### src/rtl/hpdcache_mem_read_otx_limiter.sv
// Outstanding read transaction limiter in front of the mem-to-AXI read path.
// Caps in-flight reads, supports drain, and flags timeouts and bad responses.
package hpdcache_mem_otx_pkg;
  localparam logic [1:0] HPDCACHE_MEM_RESP_OK  = 2'b00;
  localparam logic [1:0] HPDCACHE_MEM_RESP_NOK = 2'b10;

  typedef struct packed {
    logic [31:0] mem_req_addr;
    logic [3:0]  mem_req_id;
  } mem_req_t;

  typedef struct packed {
    logic [1:0]  mem_resp_r_error;
    logic [3:0]  mem_resp_r_id;
    logic [31:0] mem_resp_r_data;
    logic        mem_resp_r_last;
  } mem_resp_r_t;
endpackage

module hpdcache_mem_read_otx_limiter #(
  parameter int unsigned MaxOutstanding = 8,
  parameter int unsigned TimeoutCycles  = 1024,
  parameter type hpdcache_mem_req_t =
    hpdcache_mem_otx_pkg::mem_req_t,
  parameter type hpdcache_mem_resp_r_t =
    hpdcache_mem_otx_pkg::mem_resp_r_t,
  localparam int unsigned CntW =
    $clog2(MaxOutstanding + 1)
) (
  input  logic                 clk_i,
  input  logic                 rst_ni,
  input  logic                 req_valid_i,
  output logic                 req_ready_o,
  input  hpdcache_mem_req_t    req_i,
  output logic                 req_valid_o,
  input  logic                 req_ready_i,
  output hpdcache_mem_req_t    req_o,
  input  logic                 resp_valid_i,
  output logic                 resp_ready_o,
  input  hpdcache_mem_resp_r_t resp_i,
  output logic                 resp_valid_o,
  input  logic                 resp_ready_i,
  output hpdcache_mem_resp_r_t resp_o,
  input  logic                 drain_i,
  output logic                 drained_o,
  output logic [CntW-1:0]      outstanding_o,
  output logic                 timeout_o,
  output logic                 error_o,
  input  logic                 error_clr_i
);

  localparam int unsigned TmrW =
    (TimeoutCycles == 0) ? 1 : $clog2(TimeoutCycles + 1);
  localparam int unsigned TmrLastI =
    (TimeoutCycles == 0) ? 0 : TimeoutCycles - 1;
  localparam logic [CntW-1:0] CntMax = CntW'(MaxOutstanding);
  localparam logic [TmrW-1:0] TmrLast = TmrW'(TmrLastI);
  localparam logic [TmrW-1:0] TmrSat = '1;
  localparam bit TmoEn = (TimeoutCycles != 0);

  logic [CntW-1:0] cnt, cnt_next;
  logic [TmrW-1:0] timer, timer_next;
  logic            timeout_q, error_q;
  logic            stall, issue, beat, retire;
  logic            underflow, nok, err_set, tmo_set;

  // Stall uses only registered count and drain: no resp-to-req path.
  assign stall = (cnt == CntMax) || drain_i;

  assign req_valid_o  = req_valid_i && !stall;
  assign req_ready_o  = req_ready_i && !stall;
  assign req_o        = req_i;
  assign resp_valid_o = resp_valid_i;
  assign resp_ready_o = resp_ready_i;
  assign resp_o       = resp_i;

  assign issue  = req_valid_o && req_ready_i;
  assign beat   = resp_valid_i && resp_ready_i;
  assign retire = beat && resp_i.mem_resp_r_last;

  assign underflow = retire && (cnt == '0);
  assign nok = beat && (resp_i.mem_resp_r_error ==
    hpdcache_mem_otx_pkg::HPDCACHE_MEM_RESP_NOK);
  assign err_set = underflow || nok;
  assign tmo_set = TmoEn && (cnt != '0) && !beat &&
    (timer == TmrLast);

  assign drained_o     = drain_i && (cnt == '0);
  assign outstanding_o = cnt;
  assign timeout_o     = timeout_q;
  assign error_o       = error_q;

  // In-flight count: +issue -retire, floored at zero.
  always_comb begin
    cnt_next = cnt;
    unique case (1'b1)
      issue && !retire:
        cnt_next = cnt + 1'b1;
      !issue && retire && (cnt != '0):
        cnt_next = cnt - 1'b1;
      default:
        cnt_next = cnt;
    endcase
  end

  // Response-silence timer, restarted by idle or any beat.
  always_comb begin
    timer_next = timer;
    if ((cnt == '0) || beat) begin
      timer_next = '0;
    end else if (timer != TmrSat) begin
      timer_next = timer + 1'b1;
    end
  end

  // Count and timer state.
  always_ff @(posedge clk_i or negedge rst_ni) begin
    if (!rst_ni) begin
      cnt   <= '0;
      timer <= '0;
    end else begin
      cnt   <= cnt_next;
      timer <= timer_next;
    end
  end

  // Sticky flags; a set beats a simultaneous clear.
  always_ff @(posedge clk_i or negedge rst_ni) begin
    if (!rst_ni) begin
      timeout_q <= 1'b0;
      error_q   <= 1'b0;
    end else begin
      if (tmo_set) begin
        timeout_q <= 1'b1;
      end else if (error_clr_i) begin
        timeout_q <= 1'b0;
      end
      if (err_set) begin
        error_q <= 1'b1;
      end else if (error_clr_i) begin
        error_q <= 1'b0;
      end
    end
  end

endmodule

### config.mk
export PLATFORM = sky130hd
export DESIGN_NAME = hpdcache_mem_read_otx_limiter
export DESIGN_NICKNAME = d
export VERILOG_FILES = /design/src/rtl/hpdcache_mem_read_otx_limiter.sv
export SDC_FILE = /design/constraint.sdc
export NUM_CORES = 1
export LEC_CHECK = 0
export CORE_ASPECT_RATIO = 0.9
export CORE_MARGIN = 2
export CORE_UTILIZATION = 29
export DETAILED_ROUTE_END_ITERATION = 12
export GPL_ROUTABILITY_DRIVEN = 0
export PLACE_DENSITY = 0.78
export SETUP_SLACK_MARGIN = 0.05
export SLEW_MARGIN = 10
export SYNTH_ARGS = -nofsm -noshare
export SYNTH_HDL_FRONTEND = slang
export SYNTH_SLANG_ARGS = --single-unit
export TNS_END_PERCENT = 20
### constraint.sdc
create_clock -name clk_i -period 2.24 [get_ports clk_i]
set_input_delay 0.224 -clock clk_i [delete_from_list [all_inputs] [get_ports clk_i]]
set_output_delay 0.224 -clock clk_i [all_outputs]
set_load 0.1 [all_outputs]
=== Yosys cells after proc, flatten, opt, wreduce, memory -nomap -nowiden ===
Cells that the tools add are included.

* $add $sub $neg: 3
* Eq/ne operators: 4
* Muxes and demuxes: 6
* Reduce and logical (&&, ||, !) cells: 26

{| class="wikitable"
|+ Operators with widths
! operator !! number
|-
| $mux W11 || 2
|-
| $logic_and A1 B1 Y1 || 13
|-
| $add A11 B1 Y11 const B || 1
|-
| $eq A11 B10 Y1 const B || 1
|-
| $ne A11 B11 Y1 const B || 1
|-
| $pmux W4 S2 || 1
|-
| $reduce_bool A2 Y1 || 4
|-
| $add A4 B1 Y4 const B || 1
|-
| $eq A4 B4 Y1 const B || 1
|-
| $logic_not A1 Y1 || 4
|-
| $logic_not A4 Y1 || 1
|-
| $reduce_bool A4 Y1 || 1
|-
| $sub A4 B1 Y4 const B || 1
|-
| $logic_or A1 B1 Y1 || 3
|-
| $mux W1 || 3
|-
| $eq A2 B2 Y1 const B || 1
|}

* Flip-flop bits (word level): 17
* Bits of input ports: 83
* Output and inout port bits: 86
* Word-level logic and storage cells: 43

=== Logic depth before layout (Yosys ltp) ===
Gate-level depths: netlist of the first run.

* Word-level depth: 9
* Mapped depth: 9
* Gate-level depth less buffers: 8

=== Least setup slack after synthesis of the first run ===
OpenSTA, ideal clock, no wires.

* Kind: register to output
* Start: register cnt[1], in the netlist outstanding_o[1]
* End: output port req_ready_o
* Arrival time: 3.682 ns
* Required time: 2.016 ns
* Slack: -1.666 ns
* Cell stages (with the launch flop): 4
* Path buffers: 1
* Cells stage by stage: dfrtp_1 clkbuf_1 nor2_1 nor3b_1

* Cells in the longest elaborated chain, start to end: 4

{| class="wikitable"
|+ Ends and longest elaborated chain
! item !! RTL line !! text
|-
| from (decl) || 61 || <nowiki>logic [CntW-1:0] cnt, cnt_next;</nowiki>
|-
| from (signal assigned) || 122 || <nowiki>cnt <= cnt_next;</nowiki>
|-
| $eq A4 B4 Y1 || 68 || <nowiki>assign stall = (cnt == CntMax) || drain_i;</nowiki>
|-
| $logic_or A1 B1 Y1 || 68 ||
|-
| $logic_not A1 Y1 || 71 || <nowiki>assign req_ready_o = req_ready_i && !stall;</nowiki>
|-
| $logic_and A1 B1 Y1 || 71 ||
|-
| to (decl) || 33 || <nowiki>output logic req_ready_o,</nowiki>
|}

No other way between the ends.

=== Final worst setup path of the first run ===
* Start: register cnt[2], in the netlist outstanding_o[2]
* End: output port req_ready_o

Same word-level chain as after synthesis.

==> results_dict.tcl, run 1 <==
set metrics [dict create \
    clock_path_buffers 2 \
    synth_area_per_cell_um2 8.424 \
    clkLatencyLatePin_ps 250 \
    drt_iter0_drc 41 \
    critPathLaunch "outstanding_o[2]$_DFFE_PN0P_" \
    grt_overflow 0 \
    clkTransAtPathRegs_ps 70 \
    final_antenna_net_count 0 \
    drive_above_1_share 0.2357 \
    ys_ff_latch 17 \
    cts-htree-levels 1 \
    layout.nets 226 \
    grt_use_total 0.09260 \
    finalWirelength_um 2792 \
    grt_pass1_wl_um 4491 \
    synthFlopType "dfrtp_1" \
    clock_skew_ps 1.411 \
    p_comb_frac 0.465 \
    p_sw_uw 624.9 \
    setup_ws_ps 178.4 \
    synth_edf_count 0 \
    irDropWorstVdd_mv 0.2612 \
    die-width_um 82.52 \
    numCtsBuffers 3 \
    rows 25 \
    antenna_cells 0 \
    slowest_delay_ps 530 \
    wl_per_cell_um 13.49 \
    tightest_slew_ps 800.6 \
    synth_top_area_share 0.3639 \
    crit_chain "or3b_1 -> nor2_1 -> nor3b_4 -> buf_12" \
    syn_inst 191 \
    finalSetupViolCount 0 \
    cap_violations 0 \
    die-area_mm2 0.006161 \
    initial_core_util 0.3026 \
    yosys_warnings 0 \
    fmax_mhz 485.1 \
    io_pins 169 \
    rrSetupSlack_ps 260 \
    pre_cts_slack_ps 147.9 \
    synthToLayoutAreaGrowth_pct -11.12 \
    drc 0 \
    worstPathArrival_ps 1840 \
    hold_violations 0 \
    cts_tree "done" \
    cts-root-buf "clkbuf_8" \
    power.density_mw_per_mm2 905.0 \
    cts_resized 0 \
    worstRegToRegCells 7 \
    post_cts_buffers 0 \
    critPathRequiredTime_ps 2020 \
    crit_path_end_kind "output port" \
    critPathKind "reg -> out" \
    rsz0062_at_grt "no" \
    period_share 0.9204 \
    rr_startpoint "outstanding_o[0]$_DFFE_PN0P_" \
    fin_crit_ps 2062 \
    p_leak_uw 0.0005664 \
    vias_per_cell 4.913 \
    core-area_mm2 0.005318 \
    port_buffers 24 \
    p_sw_frac 0.4828 \
    cts_hold_buf 0 \
    status "finished, final reports clean" \
    num-fill-cells 575 \
    first_global_vias 944 \
    r2r-end "outstanding_o[1]$_DFFE_PN0P_" \
    die_h_um 74.67 \
    ys_types 40 \
    critPathMaxFanout 10 \
    yosysTopAreaCell "buf_4" \
    grt_max_degree 18 \
    final.setup.tns_ps 0 \
    internal_power_uw 669.5 \
    final_cell_mix "dfrtp_1, buf_4, nand2_1, clkdlybuf4s50_1, a21oi_1" \
    syn_nets 276 \
    vias 1017 \
    grt_antenna_before_repair 0 \
    synthTopCellsByArea "buf_4, dfrtp_1, a21oi_1" \
    crit_slowest_cell "dfrtp_4" \
    syn-cell-area_mm2 0.001609 \
    slew_headroom 0.4646 \
    clkPwrFrac 0.179 \
    synth_async_sr_flop_share 1.000 \
    seqPwrFrac 0.356 \
    cts.sink_count 17 \
    ys_seq_area_frac 0.2644 \
    start_kind "flop" \
    final-max-slew-violation-count 0 \
    hp-class "in -> async" \
    dp_hpwl_um 2097 \
    dr.pass1.iters 4 \
]
## cell type report
class                      instances  area (um^2)  area share
tap                               67        83.83     0.05862
clock buffer                       3        41.29     0.02887
inverter                           3        11.26    0.007874
multi-input combinational         90        595.6      0.4164
sequential                        17        435.4      0.3045
clock inverter                     1        5.005    0.003500
timing repair buffer              26        257.7      0.1802
## worst max path at each step
stage	endpoint	depth (start not counted)
after global placement	outstanding_o[1]$_DFFE_PN0P_	8
after global routing	outstanding_o[1]$_DFFE_PN0P_	7
final	req_ready_o	4
after detailed placement	outstanding_o[1]$_DFFE_PN0P_	8
after floorplan	req_ready_o	4
after CTS	req_ready_o	4
## kinds of logic after synthesis
logic type,after synthesis,share of synthesized area
AND/OR/NAND/NOR,52,0.1843
flip-flops,17,0.2644
XOR/XNOR,4,0.02178
AO/OA/AOI/OAI,31,0.1283
multiplexers,1,0.006221
buffers and inverters,84,0.3795
adder cells (fa/ha/maj),2,0.01555
## power groups by stage
stage	Combinational, uW	Sequential [uW]	Clock (uW)
floorplan	925	592	0
global placement	600	459	0
detailed placement	605	465	0
CTS	607	459	238
global route	645	477	260
finish	602	461	231
## Yosys cell counts (all sizes together) (3+ instances only)
| cell | n |
|---|---|
| nand3 | 6 |
| dfrtp | 17 |
| o21ai | 10 |
| nor3 | 6 |
| or3 | 5 |
| nor2 | 8 |
| and2 | 3 |
| nand2 | 10 |
| and3 | 4 |
| inv | 3 |
| a21oi | 9 |
| buf | 80 |
| a31oi | 4 |
## layer usage
| layer | vias to the layer above | global-route usage | share of wire |
|---|---|---|---|
| li1 | 477 | - | - |
| met1 | 493 | 0.1114 | 0.41 |
| met2 | 37 | 0.1470 | 0.47 |
| met3 | 10 | 0.04077 | 0.11 |
| met4 | 0 | 0.03461 | 0.014 |
| met5 | - | 0 | 0 |
## critical path: cells and delay by family, from the launching register on
kind,cells,cell delay [ps]
buffers and inverters,1,180
DFF,1,530
and+or+nand+nor,3,870
## through the flow
| stage | utilization | power, uW | hold slack, ps | cell area, um^2 | cells |
|---|---|---|---|---|---|
| final | 0.2689 | 1294 | 435.7 | 1430 | 207 |
| after global routing | 0.2689 | 1382 | 448.1 | 1430 | 207 |
| after CTS | 0.2689 | 1304 | 448.7 | 1430 | 207 |
| after detailed placement | 0.2602 | 1071 | 448.7 | 1384 | 203 |
| after global placement | 0.2602 | 1059 | 448.7 | 1384 | 203 |
| after floorplan | - | 1517 | -71.59 | 1643 | 191 |
## flip-flops by register name, indices dropped and copies added, names as in the netlist
register / cells
timer: 11
error_o: 1
outstanding_o: 4
timeout_o: 1
Power figures use the tool's default switching activity.
==> run 2, diff against run 1 <==
--- a/config.mk
+++ b/config.mk
@@ -7,2 +7,3 @@
 export LEC_CHECK = 0
+export ABC_AREA = 1
 export CORE_ASPECT_RATIO = 0.9
@@ -12,3 +13,3 @@
 export GPL_ROUTABILITY_DRIVEN = 0
-export PLACE_DENSITY = 0.78
+export PLACE_DENSITY = 0.77
 export SETUP_SLACK_MARGIN = 0.05
==> constraint.sdc (replaced) <==
create_clock -name clk_i -period 2.24 [get_ports clk_i]
set_input_delay 0.336 -clock clk_i [delete_from_list [all_inputs] [get_ports clk_i]]
set_output_delay 0.336 -clock clk_i [all_outputs]
set_load 0.05 [all_outputs]
==> results_dict.tcl, run 2 <==
set metrics [dict create \
    placed_area_mm2 0.001396 \
    layout.nets 253 \
    p_comb_frac 0.453 \
    seqPwrFrac 0.361 \
    slew_headroom 0.6579 \
    fin_crit_ps 1958 \
    final_cell_count_no_fill 234 \
    grt_pass1_wl_um 4767 \
    cts-htree-levels 1 \
    crit_path_end_kind "flop" \
    start_kind "input port" \
    tightest_slew_ps 511.6 \
    power.density_mw_per_mm2 888.2 \
    yosysTopAreaCell "buf_4" \
    cts-root-buf "clkbuf_8" \
    rows 25 \
    rrSetupSlack_ps 390 \
    grt_use_total 0.09676 \
    rr_startpoint "outstanding_o[1]$_DFFE_PN0P_" \
    synthFlopType "dfrtp_1" \
    rsz0062_at_grt "no" \
    p_sw_frac 0.4451 \
    drc 0 \
    synthToLayoutAreaGrowth_pct -11.18 \
    period_share 0.8740 \
    holdWs_ps 402.5 \
    critical_path.top_delay_family "simple AND/OR/NAND/NOR gates" \
    die-area_mm2 0.006211 \
    slowest_delay_ps 480 \
    cts_resized 0 \
    syn-cell-area_mm2 0.001623 \
    grt_overflow 0 \
    io_pins 169 \
    crit_slowest_cell "clkdlybuf4s50_1" \
    finalWirelength_um 2762 \
    critPathLaunch "resp_valid_i" \
    syn_inst 215 \
    regMostFlops "timer" \
    cts_hold_buf 0 \
    initial_core_util 0.3052 \
    p_leak_uw 0.0006672 \
    worstPathArrival_ps 2110 \
    placedCellCount 230 \
    antenna_cells 0 \
    synth_edf_count 0 \
    clock_skew_ps 6.501 \
    ys_ff_latch 17 \
    synth_async_sr_flop_share 1.000 \
    crit_chain "clkdlybuf4s50_1 -> nand2_1 -> inv_2 -> nand2_1 -> nor2_2 -> nand2_4 -> xor2_1 -> ha_1 -> nor2_1 -> nand3_1 -> nand2_1 -> nand3_1 -> nand2_1 -> inv_1" \
    synthTopCellsByArea "buf_4, dfrtp_1, nand2_1" \
    vias 1058 \
    clkLatencyLatePin_ps 260 \
    fmax_mhz 510.8 \
    total_power_uw 1280 \
    internal_power_uw 710.4 \
    finalSetupViolCount 0 \
    critPathMaxFanout 5 \
    cap_violations 0 \
    clock_path_buffers 2 \
    core-area_mm2 0.005318 \
    critPathRequiredTime_ps 2390 \
    first_global_vias 1076 \
    wl_per_cell_um 11.80 \
    status "finished, final reports clean" \
    clkTransAtPathRegs_ps 70 \
    post_cts_buffers 0 \
    final_antenna_net_count 0 \
    critPathKind "in -> reg" \
    largest_reg_flops 11 \
    dp_hpwl_um 2151 \
    numCtsBuffers 3 \
    fin_area_mm2 0.001441 \
    cts_tree "done" \
    vias_per_cell 4.521 \
    grt_antenna_before_repair 0 \
    worstRegToRegCells 14 \
    pre_cts_slack_ps -0.3464 \
    synth_area_per_cell_um2 7.548 \
    drt_iter0_drc 52 \
    final_common_cell "nand2_1" \
    hold_violations 0 \
    dr.pass1.iters 4 \
    final-max-slew-violation-count 0 \
    syn_nets 300 \
    crit_top_cell "nand2_1" \
    setup_ws_ps 282.2 \
    clkPwrFrac 0.185 \
    p_sw_uw 569.8 \
    critPathBufInv 3 \
    port_buffers 24 \
    r2r-end "outstanding_o[2]$_DFFE_PN0P_" \
    drive_above_1_share 0.1856 \
    ys_types 29 \
    final_cell_mix "nand2_1, inv_1, dfrtp_1" \
    cts.sink_count 17 \
    irDropWorstVdd_mv 0.5967 \
    die-width_um 82.85 \
    yosys_warnings 0 \
    synth_top_area_share 0.3562 \
    die_h_um 74.97 \
    ys_seq_area_frac 0.2621 \
    grt_max_degree 18 \
    synth_common_cells "buf_4, nand2_1, inv_1" \
    hp-class "in -> async" \
    synth_most_common_cell "buf_4" \
]
## run 2: area by class of cell
type,instances,area [um^2]
flip-flops and latches,17,425.4
multi-input cells,96,524.3
repair buffers,26,272.8
clock buffers,4,45.04
fillers,579,3876
inverters,24,90.09
well taps,67,83.83
## run 2: cell families after synthesis
group | Yosys count | share of synthesized area
AO/OA/AOI/OAI | 12 | 0.04164
AND/OR/NAND/NOR | 79 | 0.2498
buffers and inverters | 102 | 0.4148
XOR/XNOR | 3 | 0.01619
adder cells (fa/ha/maj) | 2 | 0.01542
flip-flops | 17 | 0.2621
## run 2: stage by stage
stage | TNS [ps] | utilization
global route | 0 | 0.2711
finish | 0 | 0.2711
global placement | 0 | 0.2626
detailed placement | -0.3464 | 0.2626
CTS | 0 | 0.2711
floorplan | 0 | -
## run 2: per-layer routing
| layer | part of all wire | track usage |
|---|---|---|
| met5 | 0 | 0 |
| met4 | 0.051 | 0.07468 |
| met3 | 0.11 | 0.04605 |
| met2 | 0.45 | 0.1622 |
| met1 | 0.38 | 0.09549 |
## run 2: power groups by stage
| stage | clock [uW] | combinational, uW | sequential, uW |
|---|---|---|---|
| 3_5_place_dp | 0 | 584 | 465 |
| 2_1_floorplan | 0 | 623 | 580 |
| 6_report | 237 | 580 | 462 |
| 5_1_grt | 261 | 638 | 476 |
| 4_1_cts | 246 | 587 | 462 |
| 3_3_place_gp | 0 | 572 | 467 |
## run 2: how the worst max path moves through the flow
stage | to | slack (ps) | cells after the start
CTS | outstanding_o[2]$_DFFE_PN0P_ | 270 | 14
detailed placement | outstanding_o[2]$_DFFE_PN0P_ | -0.3 | 14
floorplan | drained_o | 190 | 5
global placement | outstanding_o[2]$_DFFE_PN0P_ | 90 | 14
finish | outstanding_o[2]$_DFFE_PN0P_ | 280 | 14
global route | outstanding_o[2]$_DFFE_PN0P_ | 70 | 14
## run 2: worst reg2reg max path, stage by stage, from the launching register on
cell and delay [ps]:
dfrtp_1 440, nor2_2 200, nand2_2 110, nor2_4 130
nor2_2 70, nand2_4 100, xor2_1 150, ha_1 180
nor2_1 50, nand3_1 80, nand2_1 70, nand2_1 60
nand2_1 50, nand2_1 50, inv_1 30
==> run 3, diff against run 2 <==
Settings changed: ABC_AREA 1 to not set, CAP_MARGIN set to 10, PLACE_DENSITY 0.77 to 0.78, SKIP_LAST_GASP set to 1.
==> results_dict.tcl, run 3 (synthesis gave the netlist of run 1 again) <==
set metrics [dict create \
    grt_pass1_wl_um 4174 \
    dp_hpwl_um 1992 \
    cts_resized 0 \
    vias_per_cell 4.833 \
    largest_reg_flops 11 \
    irDropWorstVdd_mv 0.4875 \
    clkPwrFrac 0.201 \
    fmax_mhz 484.5 \
    placedCellCount 206 \
    clkTransAtPathRegs_ps 70 \
    tightest_slew_ps 566.4 \
    dr.pass1.iters 4 \
    io_pins 169 \
    numCtsBuffers 3 \
    drc 0 \
    grt_antenna_before_repair 0 \
    finalWirelength_um 2711 \
    critPathRequiredTime_ps 1900 \
    initial_core_util 0.3026 \
    grt_use_total 0.08713 \
    cts_tree "done" \
    wl_per_cell_um 12.91 \
    p_sw_uw 487.5 \
    grt_max_degree 18 \
    final-max-slew-violation-count 0 \
    synthToLayoutAreaGrowth_pct -12.44 \
    drt_iter0_drc 18 \
    final_cell_count_no_fill 210 \
    p_sw_frac 0.4183 \
    cts-htree-levels 1 \
    num-fill-cells 580 \
    rows 25 \
    post_cts_buffers 0 \
    clock_skew_ps 2.871 \
    core-area_mm2 0.005318 \
    fin_crit_ps 2064 \
    port_buffers 24 \
    first_global_vias 952 \
    cts-root-buf "clkbuf_8" \
    vias 1015 \
    seqPwrFrac 0.360 \
    finalSetupViolCount 0 \
    clock_path_buffers 2 \
    cap_violations 0 \
    status "finished, final reports clean" \
    hp-class "in -> async" \
    cts.sink_count 17 \
    layout.nets 229 \
    hold_violations 0 \
    die-area_mm2 0.006161 \
    grt_overflow 0 \
    final_common_cell "dfrtp_1" \
    start_kind "flop" \
    final.setup.tns_ps 0 \
    cts_hold_buf 0 \
    internal_power_uw 678.0 \
    final_cell_mix "dfrtp_1, clkdlybuf4s50_1, buf_4" \
    rsz0062_at_grt "no" \
    final_antenna_net_count 0 \
    p_leak_uw 0.0005611 \
    crit_path_end_kind "output port" \
    critPathMaxFanout 9 \
    clkLatencyLatePin_ps 260 \
    slew_headroom 0.6189 \
    die-width_um 82.52 \
    p_comb_frac 0.439 \
    power.density_mw_per_mm2 827.3 \
    critPathKind "reg -> out" \
    drive_above_1_share 0.1608 \
    regMostFlops "timer" \
    die_h_um 74.67 \
    antenna_cells 0 \
    period_share 0.9215 \
    worstPathArrival_ps 1730 \
]
## run 3: stage by stage
step                        util  power, uW  hold slack, ps  instance area (um^2)  setup WS (ps)
final                     0.2649       1166           402.0                  1409          175.9
after global routing      0.2649       1230           430.0                  1409          138.4
after CTS                 0.2649       1175           412.0                  1409          182.8
after detailed placement  0.2565      936.7           525.7                  1364          47.28
after global placement    0.2565      926.2           510.2                  1364          102.6
after floorplan                -       1107           40.41                  1609         -420.9
## run 3: power by group through the flow
stage | logic, uW | clock network, uW | registers (uW)
floorplan | 617 | 0 | 489
global placement | 505 | 0 | 421
detailed placement | 512 | 0 | 425
CTS | 514 | 241 | 420
global route | 548 | 251 | 431
finish | 512 | 234 | 420
## run 3: area by class of cell
| class | instances | area [um^2] | share of cell area |
|---|---|---|---|
| Multi-Input combinational cell | 90 | 573.1 | 0.4068 |
| Sequential cell | 17 | 425.4 | 0.3020 |
| Timing Repair Buffer | 29 | 270.3 | 0.1918 |
| Tap cell | 67 | 83.83 | 0.05950 |
| Clock buffer | 4 | 45.04 | 0.03197 |
| Inverter | 3 | 11.26 | 0.007993 |
## run 3: final timing paths
| check | from | to | slack (ps) | cells after the start |
|---|---|---|---|---|
| worst min-delay path | rst_ni | timer[7]$_DFFE_PN0P_ | 400 | 2 |
| min in group clk_i | timer[2]$_DFFE_PN0P_ | timer[2]$_DFFE_PN0P_ | 540 | 1 |
| worst min register to register | timer[2]$_DFFE_PN0P_ | timer[2]$_DFFE_PN0P_ | 540 | 1 |
| worst max-delay path | outstanding_o[0]$_DFFE_PN0P_ | drained_o | 180 | 4 |
| worst max register to register | outstanding_o[3]$_DFFE_PN0P_ | outstanding_o[1]$_DFFE_PN0P_ | 290 | 7 |
| max in group asynchronous | rst_ni | timer[3]$_DFFE_PN0P_ | 1650 | 2 |
## run 3: worst max-delay path, stage by stage, from the launching register on
cell and delay [ps]:
dfrtp_1 370, buf_4 170, nor4_1 530, and2_1 260, buf_12 150
## run 3: routing by layer
metal	vias to the layer above	track usage	part of all wire	wire [um]
met2	47	0.1425	0.46	1239
met3	8	0.04197	0.10	271
li1	481	-	-	-
met5	-	0	0	0
met4	0	0.03461	0.014	37
met1	479	0.09837	0.43	1163
